**config.mk**
```make
export PLATFORM = sky130hd
export DESIGN_NAME = pipe_ctrl
export DESIGN_NICKNAME = d
export VERILOG_FILES = /design/src/rtl/pipe_ctrl_pkg.sv /design/src/rtl/pipe_ctrl_dec.sv /design/src/rtl/pipe_ctrl.sv
export SDC_FILE = /design/constraint.sdc
export NUM_CORES = 1
export LEC_CHECK = 0
export ABC_AREA = 1
export CORE_MARGIN = 2
export CORE_UTILIZATION = 45
export DETAILED_ROUTE_END_ITERATION = 7
export HOLD_SLACK_MARGIN = 0.03
export PLACE_DENSITY = 0.79
export SETUP_SLACK_MARGIN = 0.02
export SYNTH_ARGS = -nofsm -noshare
export SYNTH_HDL_FRONTEND = slang
export SYNTH_SLANG_ARGS = --single-unit
```
**constraint.sdc**
```tcl
create_clock -name Clk -period 3.15 [get_ports Clk]
set_input_delay 0.63 -clock Clk [delete_from_list [all_inputs] [get_ports Clk]]
set_output_delay 0.63 -clock Clk [all_outputs]
set_load 0.005 [all_outputs]
```
**src/rtl/pipe_ctrl_pkg.sv**
```systemverilog
// pipe_ctrl_pkg -- shared definitions for the pipeline sequencing controller.
//   state_e    : controller FSM states
//   OP_*       : opcode prefix constants matched against op = Instruction[IW-1 -: 8]
//   ISEL_*     : InputSelector encodings
//   strobes_t  : bundle of the decode strobes registered by pipe_ctrl
package pipe_ctrl_pkg;

   typedef enum logic [2:0] {
      ST_IDLE   = 3'd0,
      ST_RUN    = 3'd1,
      ST_REPEAT = 3'd2,
      ST_FLUSH  = 3'd3,
      ST_HALT   = 3'd4
   } state_e;

   localparam logic [3:0] OP_MEMWR   = 4'b0101;
   localparam logic [5:0] OP_INCLFSR = 6'b011000;
   localparam logic [5:0] OP_LFSRWR  = 6'b011010;
   localparam logic [5:0] OP_TAPS    = 6'b011011;
   localparam logic [3:0] OP_BR      = 4'b0001;
   localparam logic [3:0] OP_BRNP    = 4'b0010;
   localparam logic [3:0] OP_BRNEG   = 4'b0011;
   localparam logic [3:0] OP_BRNZ    = 4'b0100;
   localparam logic [7:0] OP_ACK     = 8'h00;
   localparam logic [3:0] OP_NOREG   = 4'b1101;
   localparam logic [4:0] OP_REG5    = 5'b01100;
   localparam logic [3:0] OP_REG4    = 4'b0111;

   localparam logic [1:0] ISEL_ALU = 2'b00;
   localparam logic [1:0] ISEL_MEM = 2'b01;
   localparam logic [1:0] ISEL_IMM = 2'b10;
   localparam logic [1:0] ISEL_REG = 2'b11;

   typedef struct packed {
      logic mem_wr;
      logic reg_wr;
      logic lfsr_wr;
      logic taps;
      logic inc_lfsr;
      logic branch;
      logic ack;
   } strobes_t;

endpackage

```
**src/rtl/pipe_ctrl_dec.sv**
```systemverilog
// pipe_ctrl_dec -- combinational decode of one 8-bit opcode.
//   op_i                      : opcode byte
//   non_zero_i/parity_i/
//   negative_i                : ALU flags used by conditional branches
//   strb_o                    : decoded strobes (before registering)
//   in_sel_o                  : decoded datapath input select
module pipe_ctrl_dec
   import pipe_ctrl_pkg::*;
(
   input  logic [7:0] op_i,
   input  logic       non_zero_i,
   input  logic       parity_i,
   input  logic       negative_i,
   output strobes_t   strb_o,
   output logic [1:0] in_sel_o
);

   always_comb begin
      strb_o          = '0;
      strb_o.mem_wr   = (op_i[7:4] == OP_MEMWR);
      strb_o.reg_wr   = (op_i[7] && (op_i[7:4] != OP_NOREG))
                        || (op_i[7:3] == OP_REG5)
                        || (op_i[7:4] == OP_REG4);
      strb_o.lfsr_wr  = (op_i[7:2] == OP_LFSRWR);
      strb_o.taps     = (op_i[7:2] == OP_TAPS);
      strb_o.inc_lfsr = (op_i[7:2] == OP_INCLFSR);
      strb_o.ack      = (op_i == OP_ACK);
      case (op_i[7:4])
         OP_BR:    strb_o.branch = 1'b1;
         OP_BRNP:  strb_o.branch = ~parity_i;
         OP_BRNEG: strb_o.branch = negative_i;
         OP_BRNZ:  strb_o.branch = non_zero_i;
         default:  strb_o.branch = 1'b0;
      endcase
   end

   always_comb begin
      if (op_i[7])
         in_sel_o = ISEL_ALU;
      else if (!op_i[4] && op_i[2])
         in_sel_o = ISEL_IMM;
      else if (!op_i[4] && !op_i[2])
         in_sel_o = ISEL_REG;
      else
         in_sel_o = ISEL_MEM;
   end

endmodule

```
**src/rtl/pipe_ctrl.sv**
```systemverilog
// pipe_ctrl -- instruction-issue sequencer with registered decode strobes.
// Optional feature macro: PIPE_CTRL_FLUSH_EN (one FLUSH bubble after a taken branch).
//   Clk, Reset (sync, active-high), Start
//   InstrValid/InstrReady handshake, Instruction[IW-1:0] (opcode in top 8 bits)
//   NonZero, Parity, Negative  : ALU flags
//   MemWrEn, RegWrEn, LFSRWrEn, TapsEn, IncLFSR, BranchEn, Ack : registered strobes
//   InputSelector[1:0]         : registered datapath select, held between accepts
//   Busy                       : high in RUN, REPEAT and FLUSH
//
// state  | meaning
// IDLE   | after reset, waits for Start
// RUN    | accepts instructions (InstrReady=1)
// REPEAT | replays IncLFSR for the remaining steps of a multi-step increment
// FLUSH  | one-cycle bubble after a taken branch (PIPE_CTRL_FLUSH_EN only)
// HALT   | after op 8'h00, Ack held until Start
module pipe_ctrl
   import pipe_ctrl_pkg::*;
#(
   parameter int IW    = 8,
   parameter int REP_W = 2
)(
   input  logic          Clk,
   input  logic          Reset,
   input  logic          Start,
   input  logic          InstrValid,
   input  logic [IW-1:0] Instruction,
   input  logic          NonZero,
   input  logic          Parity,
   input  logic          Negative,
   output logic          InstrReady,
   output logic          MemWrEn,
   output logic          RegWrEn,
   output logic          LFSRWrEn,
   output logic          TapsEn,
   output logic          IncLFSR,
   output logic          BranchEn,
   output logic          Ack,
   output logic [1:0]    InputSelector,
   output logic          Busy
);

   logic [7:0]       op;
   logic [REP_W-1:0] rep;
   strobes_t         dec_strb;
   logic [1:0]       dec_sel;

   state_e           state_q, state_d;
   strobes_t         strb_q, strb_d;
   logic [1:0]       sel_q, sel_d;
   logic [REP_W-1:0] rem_q, rem_d;

   assign op  = Instruction[IW-1 -: 8];
   assign rep = op[REP_W-1:0];

   generate
      if (IW > 8) begin : g_low_bits
         logic unused_low;
         assign unused_low = ^Instruction[IW-9:0];
      end
   endgenerate

   pipe_ctrl_dec u_dec (
      .op_i       (op),
      .non_zero_i (NonZero),
      .parity_i   (Parity),
      .negative_i (Negative),
      .strb_o     (dec_strb),
      .in_sel_o   (dec_sel)
   );

   // rem_q counts IncLFSR steps still to issue after the first one.
   always_comb begin
      state_d = state_q;
      strb_d  = '0;
      sel_d   = sel_q;
      rem_d   = rem_q;
      case (state_q)
         ST_IDLE: begin
            if (Start) state_d = ST_RUN;
         end
         ST_HALT: begin
            strb_d.ack = 1'b1;
            if (Start) begin
               state_d    = ST_RUN;
               strb_d.ack = 1'b0;
            end
         end
         ST_RUN: begin
            if (InstrValid) begin
               strb_d = dec_strb;
               sel_d  = dec_sel;
               if (dec_strb.ack) begin
                  state_d = ST_HALT;
               end else if (dec_strb.inc_lfsr && (rep != '0)) begin
                  state_d = ST_REPEAT;
                  rem_d   = rep;
               end
`ifdef PIPE_CTRL_FLUSH_EN
               else if (dec_strb.branch) begin
                  state_d = ST_FLUSH;
               end
`endif
            end
         end
         ST_REPEAT: begin
            strb_d.inc_lfsr = 1'b1;
            rem_d           = rem_q - REP_W'(1);
            if (rem_q == REP_W'(1)) state_d = ST_RUN;
         end
`ifdef PIPE_CTRL_FLUSH_EN
         ST_FLUSH: begin
            state_d = ST_RUN;
         end
`endif
         default: begin
            state_d = ST_IDLE;
         end
      endcase
   end

   always_ff @(posedge Clk) begin
      if (Reset) begin
         state_q <= ST_IDLE;
         strb_q  <= '0;
         sel_q   <= ISEL_ALU;
         rem_q   <= '0;
      end else begin
         state_q <= state_d;
         strb_q  <= strb_d;
         sel_q   <= sel_d;
         rem_q   <= rem_d;
      end
   end

   assign InstrReady    = (state_q == ST_RUN);
   assign Busy          = (state_q == ST_RUN) || (state_q == ST_REPEAT) || (state_q == ST_FLUSH);
   assign MemWrEn       = strb_q.mem_wr;
   assign RegWrEn       = strb_q.reg_wr;
   assign LFSRWrEn      = strb_q.lfsr_wr;
   assign TapsEn        = strb_q.taps;
   assign IncLFSR       = strb_q.inc_lfsr;
   assign BranchEn      = strb_q.branch;
   assign Ack           = strb_q.ack;
   assign InputSelector = sel_q;

endmodule

```
After elaboration in Yosys (flattened, before gate mapping)
Cells that the tools add are included.
- bits in registers: 14
- bits of input ports: 15
- output and inout bits: 11
- word-level logic and storage cells: 73
- add/subtract/negate cells: 1
- equality and inequality tests: 22
- muxes and demuxes: 18
- bitwise operators: 3
- reductions and logical operators: 19
- operator list (cell ; number):
    equality test 6 x 5 -> 1 bit (second input constant) ; 3
    2-to-1 mux 3 bit ; 6
    equality test 4 x 3 -> 1 bit (second input constant) ; 3
    2-to-1 mux 2 bit ; 6
    case mux 3 bit (3 select lines) ; 1
    equality test 4 x 2 -> 1 bit (second input constant) ; 2
    zero test 8 bit ; 1
    AND reduction 4 bit ; 2
    equality test 3 x 2 -> 1 bit (second input constant) ; 2
    != test 2 bit (second input constant) ; 3
    equality test 5 x 4 -> 1 bit (second input constant) ; 1
    equality test 4 x 1 -> 1 bit (second input constant) ; 1
    logical AND 1 bit ; 4
    logical OR 1 bit ; 4
    != test 2 x 1 -> 1 bit (second input constant) ; 2
    != test 4 bit (second input constant) ; 1
    case mux 1 bit (2 select lines) ; 2
    case mux 1 bit (4 select lines) ; 1
    case mux 2 bit (2 select lines) ; 1
    nonzero test 2 bit ; 2
    equality test 3 x 1 -> 1 bit (second input constant) ; 1
    equality test 3 bit (second input constant) ; 1
    zero test 3 bit ; 1
    != test 3 x 1 -> 1 bit (second input constant) ; 1
    other kinds (8) ; 11

Depth between registers and ports, before layout
Gate-level depths: netlist (run 1).
- word-level depth: 6
- gate-level depth with buffers: 9
- depth with buffers taken out: 9

Modules after synthesis
From an unflattened synthesis (run 1), not the netlist that was laid out.
- cells, all modules: 118
- area, all modules: 748.2 um2
- by module, submodules not included (module ; times used ; cells an instance ; area an instance (um2) ; seq. area each (um2)):
    pipe_ctrl ; 1 ; 83 ; 593.1 ; 280.3
    pipe_ctrl_dec ; 1 ; 35 ; 155.1 ; 0.0

Least setup slack after synthesis (run 1)
Ideal clock, no wire load.
- kind: input-to-reg
- start point: in Instruction[5]
- end point: reg state_q[0]
- setup time: 0.109 ns
- arrival: 1.190 ns
- data required time: 3.041 ns
- setup slack: 1.851 ns
- stages on the path: 8
- buffers on the path: 0
- path through: nor2_1 -> nand2_1 -> nor2_1 -> nor2_1 -> nand2_1 -> nand3_1 -> nand2_1 -> inv_1
- word-level cells in the longest chain between the ends: 4
- elaborated cells on any way between the ends: 8
- classes of those cells: eq/ne (2); mux (3); reduce/logical (3)
- RTL lines (what ; line ; source):
    start, declared ; pipe_ctrl.sv:26 ; input logic [IW-1:0] Instruction,
    equality test 6 x 5 -> 1 bit / zero test 8 bit (equally long branches) ; pipe_ctrl_dec.sv:26, pipe_ctrl_dec.sv:27 ;
    logical AND 1 bit / 2-to-1 mux 3 bit (equally long branches) ; pipe_ctrl.sv:94, pipe_ctrl.sv:92 ;
    != test 3 x 1 -> 1 bit (no line) / 2-to-1 mux 3 bit (equally long branches) ; n/a ;
    AND reduction 4 bit (no line) / case mux 3 bit (3 select lines) (equally long branches) ; n/a ;
    end signal, assigned ; pipe_ctrl.sv:128 ; state_q <= state_d;
    end, declared ; pipe_ctrl.sv:47 ; state_e state_q, state_d;
Parallel ways exist; a longest one is shown, timed or not. The select of a mux whose other input is x is not followed.
A chain may end at the register's enable or synchronous reset.

Worst setup path in the final report (run 1)
- start point: reg state_q[1]
- end point: out Busy
- word-level cells in the longest chain between the ends: 3
- elaborated cells on any way between the ends: 5
- classes of those cells: eq/ne (3); reduce/logical (2)
- RTL lines (what ; line ; source):
    equality test 3 x 1 -> 1 bit / equality test 3 x 2 -> 1 bit (equally long branches) ; pipe_ctrl.sv:136 ; assign Busy = (state_q == ST_RUN) || (state_q == ST_REPEAT) || (state_q == ST_FLUSH);
    logical OR 1 bit ; pipe_ctrl.sv:136 ;
    logical OR 1 bit (*) ; pipe_ctrl.sv:136 ;
    end, declared ; pipe_ctrl.sv:39 ; output logic Busy
Every way passes the cells marked *; elsewhere a longest branch is shown, timed or not.

==> results of run 1 <==
through the flow:
stage | util [%] | hold slack [ps] | worst slack (ps) | power (uW) | cell area, um2
final | 63.8 | 470 | 1070 | 361 | 1070
after floorplan | - | 452 | 1850 | 232 | 776
after detailed placement | 62.5 | 462 | 1220 | 267 | 1040
after CTS | 63.8 | 474 | 1050 | 364 | 1070
after global placement | 62.5 | 456 | 1230 | 266 | 1040
after global routing | 63.8 | 510 | 979 | 383 | 1070
worst reg2reg max path, cell delays in order (launching register included):
cell     delay [ps]
dfxtp_1         360
nor2_2          210
nand2_2         120
nand2_1          80
nand2_1          70
inv_2            70
nand3_1          80
nand2_1          60
nor2_1           30
how the worst min path moves through the flow:
stage                       end  slack (ps)  cells after the start
2_1_floorplan          rem_q[1]         450                      2
3_5_place_dp   InputSelector[0]         460                      2
3_3_place_gp   InputSelector[0]         460                      2
6_report       InputSelector[0]         470                      2
4_1_cts        InputSelector[0]         470                      2
5_1_grt        InputSelector[0]         510                      2
layout by cell type, fill, tap and decap left out:
| cell type | count |
|---|---|
| o21ai_0 | 4 |
| a21oi_1 | 8 |
| nand3_4 | 1 |
| dfxtp_1 | 14 |
| clkbuf_4 | 3 |
| nand3b_1 | 1 |
| nand2_2 | 2 |
| nor2_4 | 1 |
| nor2_2 | 3 |
| inv_2 | 5 |
| clkdlybuf4s50_1 | 25 |
| nor4_2 | 3 |
| nor2_1 | 16 |
| o22ai_1 | 1 |
| inv_1 | 14 |
| nand2_1 | 24 |
| ha_1 | 1 |
| a22oi_1 | 1 |
| nand3_1 | 13 |
| nand4_1 | 1 |
| clkinv_1 | 2 |
synthesized netlist by cell type, drive strengths merged:
cell and instances:
clkinv 2, nand3 14, a21oi 8, nand3b 1
a22oi 1, nor2 20, nand4 1, ha 1
o21ai 4, nand2 26, o22ai 1, dfxtp 14
nor4 3, clkbuf 1, inv 19
routing by layer:
layer / GRT usage, % / share of wire [%] / vias to the layer above
li1: - / - / 430
met1: 19.5 / 42 / 340
met2: 33.0 / 51 / 20
met3: 4.76 / 4.2 / 5
met4: 8.82 / 2.2 / 0
met5: 0 / 0 / -
report_power, final:
part           internal [uW]  switching [uW]  total [uW]  leakage [uW]
Combinational           37.6            39.9        77.4      0.000319
Sequential               182            3.69         185      0.000114
Clock                   44.3            53.8        98.1     0.0000138
sequential cells by signal, indices dropped and copies added, names as in the netlist:
name,flops
TapsEn,1
Ack,1
LFSRWrEn,1
InputSelector,2
MemWrEn,1
BranchEn,1
RegWrEn,1
IncLFSR,1
state_q,3
rem_q,2
layout make-up:
type / count / area, um2 / area share [%]
multi-input cells: 80 / 413 / 38.7
flip-flops and latches: 14 / 280 / 26.3
repair buffers: 25 / 250 / 23.5
inverters: 21 / 78.8 / 7.39
clock buffers: 3 / 22.5 / 2.11
well taps: 17 / 21.3 / 2.00
logic make-up after synthesis:
group / count (synthesis) / share of synthesized area (%)
adder cells (fa/ha/maj): 1 / 1.61
AO/OA/AOI/OAI: 14 / 9.52
buffers and inverters: 22 / 10.6
flip-flops: 14 / 36.1
AND/OR/NAND/NOR: 65 / 42.1
==> impl_summary.log, run 1 <==
[metrics] CTS-repair resized insts: 0
[metrics] Yosys Warn Count: 0
[metrics] count of endpoints failing setup in the final report: 0
[metrics] share of final-layout standard cells stronger than drive strength 1: about an eighth
[metrics] GRT Util Overall: ~18%
[metrics] Clock Latency Late Sink: roughly 280 ps
[metrics] depth of the worst register-to-register path: 8
[metrics] clock period minus final worst setup slack: 2080 ps
[metrics] port buffer count: 25
[metrics] clk sinks: 14
[metrics] largest area contributor in the synthesized netlist: dfxtp_1
[metrics] synthesized instance count: between 100 and 150
[metrics] DR DRC count: 0
[metrics] drt first-iter violations: 19
[metrics] final WL: between 1500 and 2000 um
[metrics] CP Class: reg -> out
[metrics] number of nets produced by synthesis: 132
[metrics] Die X: between 40 and 50 um
[metrics] Slew Limit Headroom: between 70 and 80%
[metrics] clk root buf: clkbuf_4
[metrics] clock slew at the register clock pins of the worst setup and hold paths: around 80 ps
[metrics] area grow syn2layout: 37.4%
[metrics] filler cell count: around 160
[metrics] achievable frequency: roughly 480 MHz
[metrics] kind of cell adding the most delay to the critical path: buffers and inverters
[metrics] Synth top area share: a little over a third
[metrics] critical path capture point type: output pin
[metrics] Area contributors post-synth: dfxtp_1, nand2_1, nand3_1
[metrics] flip-flop and latch count after synthesis: 14
[metrics] Routed WL per cell: between 10 and 15 um
[metrics] launching point of the worst reg2reg path: state_q[0]
[metrics] clock tree from TritonCTS: done
[metrics] worst setup path start: state_q[1]
[metrics] Slowest cell on crit path: clkdlybuf4s50_1
[metrics] cell row count: 15
[metrics] number of nets in the finished design: about 160
[metrics] Placed Cells incl. Taps: 157
[metrics] Fin Clk Skew: ~4.6 ps
[metrics] vias post-DR: between 700 and 800
[metrics] Hold-fix buffers, CTS: 0
[metrics] Detail Placement HPWL: around 1400 um
[metrics] Pwr per Cell Area: roughly 340 nW/um2
[metrics] Hold Violations, Final: 0
[metrics] sum of overflow across all layers after global routing: 0
[metrics] number of H-tree levels: 1
[metrics] setup fix buffers added after clock tree synthesis: 0
[metrics] final number of max-transition violations: 0
[metrics] GPL Wtd Cong: about 0.85
[metrics] via count of the first global-routing pass: a little under 700
[metrics] critical path's most frequent cell: nor2_1
[metrics] worst min-delay path class: reg -> reg
[metrics] worst setup slack for register-to-register paths: 1950 ps
[metrics] Non-Filler Instances: 160
[metrics] maxcap violations: 0
[metrics] die outline area: roughly 2100 um2
[metrics] post-route ant nets: 0
[metrics] destination of the worst register-to-register timing path: rem_q[0]
[metrics] count of different cell masters after synthesis: 20
[metrics] required time of the critical path: between 2000 and 3000 ps
[metrics] slew at the pin with the worst max-slew slack: 309 ps
[metrics] final sum of negative setup slack: 0 ps
[metrics] total leakage power: 0.000447 uW
[metrics] number of antenna repair diodes: 0
[metrics] per-instance average area after synthesis: roughly 6.7 um2
[metrics] clk buf depth: 2
[metrics] Initial Util: between 40% and 50%
[metrics] peak per-stage delay on the critical path: 500 ps
[metrics] pin count of the biggest net entering global routing: 9
[metrics] element type at the critical path start: register
[metrics] die height: between 40 and 50 um
[metrics] chain of cells forming the critical path: nor2_1 > nor2_1 > clkdlybuf4s50_1
[metrics] antenna violations before repair: 0
[metrics] wire length of the first global-routing pass: 2680 um
[metrics] critical-path maximum fanout: 6
[metrics] # IOs: 26
[metrics] signal arrival time at the worst endpoint: between 1000 and 1500 ps
[metrics] VDD IR-drop max: ~0.26 mV
[metrics] Core Region: approximately 1700 um2
[metrics] logic depth of the worst setup path including buffers: 3
[metrics] run status: finished, final reports clean
[metrics] post-synthesis instance area: roughly 780 um2
[metrics] number of buffers created by CTS: 3
[metrics] last element of the critical path: Busy
[metrics] fin crit share: 66.1%
[metrics] number of buffers and inverters on the critical path: 1
[metrics] sequential element share of the synthesized area: a little over a third
[metrics] setup repair after global routing missed its margin: false
[metrics] Min-Delay Startpoint: InputSelector[0]
[metrics] ratio of routed vias to standard cells: between 4 and 5
[metrics] Detailed Routing Iterations Pass 1: 4
Note: power is estimated with default switching activity, not from simulation.
==> run 2: changes to the inputs <==
Settings changed: CORE_UTILIZATION 45 to 39, PLACE_DENSITY 0.79 to 0.73.
Clock period 3.15 ns to 1.9 ns, I/O delays scaled along.
==> run 2 against run 1 <==
  * Sequential share of layout area down 0.40 points
  * Power up 66%
  * Global-route usage down 3.9 points
  * Utilization down 7.2 points
  * Register-to-register slack worse by 1300 ps
  * Sequential power up 66%
  * Critical path type unchanged
  * Critical endpoint is now InstrReady
  * Largest cell class unchanged
==> impl_summary.log, run 2 (synthesis gave the netlist of run 1 again) <==
[metrics] run status: finished, final reports clean (unchanged)
[metrics] filler cell count: 197 (was 159)
[metrics] commonest non-fill, non-tap cells in the layout: clkdlybuf4s50_1, nand2_1, nor2_1 (was clkdlybuf4s50_1, nand2_1, nor2_1, dfxtp_1, inv_1)
[metrics] overall power: 598 uW (was 361 uW)
[metrics] worst setup path start: state_q[0] (was state_q[1])
[metrics] number of nets in the finished design: 162 (was 161)
[metrics] Hold Violations, Final: 0 (unchanged)
[metrics] VDD IR-drop max: 0.320 mV (was 0.256 mV)
[metrics] GPL Wtd Cong: 0.815 (was 0.847)
[metrics] ratio of routed vias to standard cells: 4.75 (was 4.97)
[metrics] Die X: 48.6 um (was 45.5 um)
[metrics] maxcap violations: 0 (unchanged)
[metrics] Clock Latency Late Sink: 270 ps (was 280 ps)
[metrics] slew at the pin with the worst max-slew slack: 227 ps (was 309 ps)
[metrics] clock tree from TritonCTS: done (unchanged)
[metrics] destination of the worst register-to-register timing path: rem_q[0] (unchanged)
[metrics] clock period minus final worst setup slack: between 1500 and 2000 ps
[metrics] drt first-iter violations: 17 (was 19)
[metrics] antenna violations before repair: 0 (unchanged)
[metrics] worst min-delay path class: reg -> reg (unchanged)
[metrics] signal arrival time at the worst endpoint: 1410 ps (was 1450 ps)
[metrics] logic depth of the worst setup path including buffers: 3 (unchanged)
[metrics] number of flip-flops in the largest register: 3 (unchanged)
[metrics] wire length of the first global-routing pass: 2790 um (was 2680 um)
[metrics] final number of max-transition violations: 0 (unchanged)
[metrics] sum of overflow across all layers after global routing: 0 (unchanged)
[metrics] critical path capture point type: output pin (unchanged)
[metrics] total leakage power: 0.000452 uW (was 0.000447 uW)
[metrics] Core Region: 1920 um2 (was 1670 um2)
[metrics] port buffer count: 25 (unchanged)
[metrics] clock slew at the register clock pins of the worst setup and hold paths: 80 ps (about the same)
[metrics] Non-Filler Instances: 171 (was 160)
[metrics] final sum of negative setup slack: 0 ps (unchanged)
[metrics] GRT Util Overall: 14.5% (was 18.3%)
[metrics] chain of cells forming the critical path: nand3_4 > inv_2 > clkdlybuf4s50_1 (was nor2_1 > nor2_1 > clkdlybuf4s50_1)
[metrics] launching point of the worst reg2reg path: state_q[2] (was state_q[0])
[metrics] # IOs: 26 (unchanged)
[metrics] worst min-delay path endpoint: InputSelector[1] (was InputSelector[0])
[metrics] critical-path maximum fanout: 5 (was 6)
[metrics] clk buf depth: 2 (unchanged)
[metrics] worst setup slack for register-to-register paths: 680 ps (was 1950 ps)
[metrics] pin count of the biggest net entering global routing: 8 (was 9)
[metrics] achievable frequency: 558 MHz
[metrics] peak per-stage delay on the critical path: 500 ps (about the same)
[metrics] setup repair after global routing missed its margin: false (unchanged)
[metrics] Hold Path Cell Cnt: 2 (unchanged)
[metrics] largest reg by FF count: state_q (unchanged)
[metrics] element type at the critical path start: register (unchanged)
[metrics] depth of the worst register-to-register path: 8 (unchanged)
[metrics] Slew Limit Headroom: 84.8% (was 79.3%)
[metrics] count of endpoints failing setup in the final report: 0 (unchanged)
[metrics] area grow syn2layout: 40.2% (was 37.4%)
[metrics] number of antenna repair diodes: 0 (unchanged)
[metrics] Slowest cell on crit path: clkdlybuf4s50_1 (unchanged)
[metrics] number of buffers and inverters on the critical path: 2 (was 1)
[metrics] CP Class: reg -> out (unchanged)
[metrics] post-route ant nets: 0 (unchanged)
[metrics] Placed Cells incl. Taps: 168 (was 157)
[metrics] die height: 48.6 um (was 45.5 um)
[metrics] Initial Util: 40.4% (was 46.4%)
[metrics] DR DRC count: 0 (unchanged)
[metrics] cell row count: 16 (was 15)
[metrics] Min-Delay Startpoint: InputSelector[1] (was InputSelector[0])
[metrics] number of H-tree levels: 1 (unchanged)
[metrics] Detail Placement HPWL: 1380 um (about the same)
[metrics] most common library cell in the layout ignoring fill and taps: clkdlybuf4s50_1 (unchanged)
[metrics] die outline area: 2360 um2 (was 2070 um2)
[metrics] share of final-layout standard cells stronger than drive strength 1: 14.6% (was 12.6%)
[metrics] Fin Clk Skew: 1.39 ps (was 4.64 ps)
[metrics] Detailed Routing Iterations Pass 1: 4 (unchanged)
[metrics] required time of the critical path: 1520 ps (was 2520 ps)
[metrics] Pwr per Cell Area: 550 nW/um2 (was 339 nW/um2)
[metrics] clk root buf: clkbuf_4 (unchanged)
[metrics] number of buffers created by CTS: 3 (unchanged)
[metrics] fin crit share: about 94%
[metrics] final WL: 1620 um (was 1650 um)
[metrics] kind of cell adding the most delay to the critical path: buffers and inverters (unchanged)
[metrics] via count of the first global-routing pass: 722 (was 680)
[metrics] Routed WL per cell: 9.45 um (was 10.3 um)
[metrics] vias post-DR: 812 (was 795)
[metrics] clk sinks: 14 (unchanged)
run 2: how the worst max path moves through the flow:
| stage | end | slack (ps) |
|---|---|---|
| final | InstrReady | 110 |
| after floorplan | state_q[0] | 850 |
| after global routing | Busy | 20 |
| after CTS | InstrReady | 70 |
| after detailed placement | rem_q[0] | 210 |
| after global placement | state_q[0] | 210 |
run 2: final cells by class:
class | instances | area, um2 | area share (%)
multi-input cells | 80 | 413 | 38.0
repair buffers | 26 | 258 | 23.7
clock buffers | 3 | 22.5 | 2.07
inverters | 21 | 78.8 | 7.25
well taps | 27 | 33.8 | 3.11
flip-flops and latches | 14 | 282 | 25.9
run 2: power breakdown:
part,switching [uW],internal (uW),total [uW]
registers,6.34,301,307
clock network,86.2,73.3,160
logic,67.2,63.8,131
run 2: timing repair:
item,4_1_cts,5_1_grt
buffers inserted,0,0
setup endpoints to repair,0,2
hold buffers,0,0
resized for setup,0,2
hold endpoints to repair,0,0
run 2: metrics by stage:
stage / area [um2] / setup slack [ps] / hold slack, ps / utilization (%)
detailed placement: 1060 / 208 / 458 / 55.3
global route: 1090 / 22.8 / 508 / 56.6
finish: 1090 / 108 / 464 / 56.6
CTS: 1090 / 69.0 / 469 / 56.5
floorplan: 776 / 851 / 451 / -
global placement: 1060 / 212 / 453 / 55.3
run 2: worst min-delay path: cells and delay by family (launching register included):
kind               cells  cell delay [ps]
AOI/OAI and AO/OA      1               60
and+or+nand+nor        1               60
DFF                    1              310
run 2: per-layer routing:
| metal | global-route usage, % | share of wire (%) | vias up |
|---|---|---|---|
| met2 | 24.9 | 47 | 18 |
| met3 | 2.47 | 4.2 | 4 |
| li1 | - | - | 425 |
| met4 | 5.71 | 1.2 | 0 |
| met5 | 0 | 0 | - |
| met1 | 17.9 | 48 | 365 |
==> run 3: changes to the inputs <==
Settings changed: SETUP_SLACK_MARGIN 0.02 to unset.
==> run 3 against run 2 <==
  * Register-to-register slack about the same
  * Cell count unchanged
  * Critical path type unchanged
  * Highest routed layer unchanged
  * Power about the same
  * Die area unchanged
  * Critical path depth up 1
  * Sequential power about the same
  * Global-route usage unchanged
  * Largest power group unchanged
  * Routed wire length unchanged
  * Design area down 0.11%
  * Combinational power about the same
  * Via count unchanged
  * First-iteration DRC count unchanged
==> impl_summary.log, run 3 (synthesis gave the netlist of run 1 again) <==
[metrics] die outline area: 2360 um2 (unchanged)
[metrics] signal arrival time at the worst endpoint: 1430 ps (was 1410 ps)
[metrics] ratio of routed vias to standard cells: 4.75 (unchanged)
[metrics] Routed WL per cell: 9.45 um (unchanged)
[metrics] worst setup slack for register-to-register paths: 680 ps (about the same)
[metrics] peak per-stage delay on the critical path: 500 ps (about the same)
[metrics] element type at the critical path start: register (unchanged)
[metrics] setup fix buffers added after clock tree synthesis: 0 (unchanged)
[metrics] sum of overflow across all layers after global routing: 0 (unchanged)
[metrics] post-route ant nets: 0 (unchanged)
[metrics] clock tree from TritonCTS: done (unchanged)
[metrics] Fin Clk Skew: 1.39 ps (unchanged)
[metrics] area grow syn2layout: 40.0% (was 40.2%)
[metrics] Pwr per Cell Area: 551 nW/um2 (was 550 nW/um2)
[metrics] overall power: 598 uW (about the same)
[metrics] fraction of met1 tracks used by global routing: 17.9% (unchanged)
[metrics] number of buffers created by CTS: 3 (unchanged)
[metrics] Die X: 48.6 um (unchanged)
[metrics] wire length of the first global-routing pass: 2790 um (unchanged)
[metrics] setup repair after global routing missed its margin: false (unchanged)
[metrics] largest reg by FF count: state_q (unchanged)
[metrics] count of endpoints failing setup in the final report: 0 (unchanged)
[metrics] met3 track utilization from global routing: 2.47% (unchanged)
[metrics] antenna violations before repair: 0 (unchanged)
[metrics] via count of the first global-routing pass: 722 (unchanged)
[metrics] clock period minus final worst setup slack: 1810 ps (was 1790 ps)
[metrics] GRT busiest layer: met2 (unchanged)
[metrics] final WL: 1620 um (unchanged)
[metrics] number of flip-flops in the largest register: 3 (unchanged)
[metrics] achievable frequency: 553 MHz (was 558 MHz)
[metrics] most common library cell in the layout ignoring fill and taps: clkdlybuf4s50_1 (unchanged)
[metrics] fin crit share: 95.1% (was 94.3%)
[metrics] GRT Util Overall: 14.5% (unchanged)
[metrics] required time of the critical path: 1520 ps (about the same)
[metrics] GPL Wtd Cong: 0.815 (unchanged)
[metrics] cell row count: 16 (unchanged)
[metrics] pin count of the biggest net entering global routing: 8 (unchanged)
[metrics] maxcap violations: 0 (unchanged)
[metrics] clk buf depth: 2 (unchanged)
[metrics] clk root buf: clkbuf_4 (unchanged)
[metrics] run status: finished, final reports clean (unchanged)
[metrics] chain of cells forming the critical path: inv_2 > nand3_4 > inv_2 > clkdlybuf4s50_1 (was nand3_4 > inv_2 > clkdlybuf4s50_1)
[metrics] Slew Limit Headroom: 84.8% (unchanged)
[metrics] Worst Setup Slack, final: 92.3 ps (was 108 ps)
[metrics] clk sinks: 14 (unchanged)
[metrics] Slowest cell on crit path: clkdlybuf4s50_1 (unchanged)
[metrics] drt first-iter violations: 17 (unchanged)
[metrics] number of nets in the finished design: 162 (unchanged)
[metrics] Detailed Routing Iterations Pass 1: 4 (unchanged)
[metrics] Initial Util: 40.4% (unchanged)
[metrics] slew at the pin with the worst max-slew slack: 227 ps (unchanged)
[metrics] critical-path maximum fanout: 6 (was 5)
[metrics] critical path's most frequent cell: inv_2
[metrics] final sum of negative setup slack: 0 ps (unchanged)
[metrics] CP Class: reg -> out (unchanged)
[metrics] total leakage power: 0.000452 uW (about the same)
[metrics] final number of max-transition violations: 0 (unchanged)
[metrics] port buffer count: 25 (unchanged)
[metrics] global-route track usage on met2: 24.9% (unchanged)
[metrics] worst min-delay path class: reg -> reg (unchanged)
[metrics] critical path capture point type: output pin (unchanged)
[metrics] vias post-DR: 812 (unchanged)
[metrics] die height: 48.6 um (unchanged)
[metrics] Setup Slack @ Placement: 208 ps (unchanged)
[metrics] Clock Latency Late Sink: 270 ps (about the same)
[metrics] DR DRC count: 0 (unchanged)
[metrics] # IOs: 26 (unchanged)
[metrics] number of antenna repair diodes: 0 (unchanged)
[metrics] commonest non-fill, non-tap cells in the layout: clkdlybuf4s50_1, nand2_1, nor2_1, dfxtp_1 (was clkdlybuf4s50_1, nand2_1, nor2_1)
[metrics] share of final-layout standard cells stronger than drive strength 1: 13.9% (was 14.6%)
[metrics] Hold Violations, Final: 0 (unchanged)
[metrics] VDD IR-drop max: 0.320 mV (unchanged)
[metrics] clock slew at the register clock pins of the worst setup and hold paths: 80 ps (about the same)
[metrics] number of H-tree levels: 1 (unchanged)
[metrics] Core Region: 1920 um2 (unchanged)
[metrics] Detail Placement HPWL: 1380 um (unchanged)
[run 3: cell counts in the layout (fill, tap and decap cells not counted)]
Identical to the previous run, type by type.
[run 3: path summary, 6_finish.rpt]
check / depth (start not counted) / start / to
worst max-delay path: 4 / state_q[1] / InstrReady
worst min-delay path: 2 / InputSelector[1] / InputSelector[1]
worst max register to register: 8 / state_q[2] / rem_q[0]
worst min register to register: 2 / InputSelector[1] / InputSelector[1]
[run 3: critical path: cells and delay by family (launching register included)]
family	cells	cell delay [ps]
buffers and inverters	3	680
flip-flops	1	370
AND/OR/NAND/NOR	1	110
[run 3: final cells by class]
class,count,area [um2]
Sequential cell,14,280
Inverter,21,78.8
Clock buffer,3,22.5
Tap cell,27,33.8
Fill cell,196,836
Timing Repair Buffer,26,258
Multi-Input combinational cell,80,413
[run 3: metrics by stage]
stage	hold slack [ps]	util (%)	instance area, um2	instances
finish	464	56.5	1090	171
global route	508	56.5	1090	171
CTS	469	56.5	1090	171
detailed placement	458	55.3	1060	168
global placement	453	55.3	1060	168
floorplan	451	-	776	116
[run 3: power breakdown]
group	internal (uW)	switching [uW]	total (uW)	leakage, uW
clock network	73.3	86.2	160	0.0000138
registers	301	6.34	308	0.000114
logic	63.8	67.2	131	0.000324
total	438	160	598	0.000452
[run 3: layer usage]
layer / up-vias / part of all wire, %
li1: 425 / -
met1: 365 / 48
met2: 18 / 47
met3: 4 / 4.2
met4: 0 / 1.2
met5: - / 0
[run 3: repair_timing]
action / in CTS / in global routing
resized for setup: 0 / 1
hold buffers: 0 / 0
endpoints found under the setup margin: 0 / 1
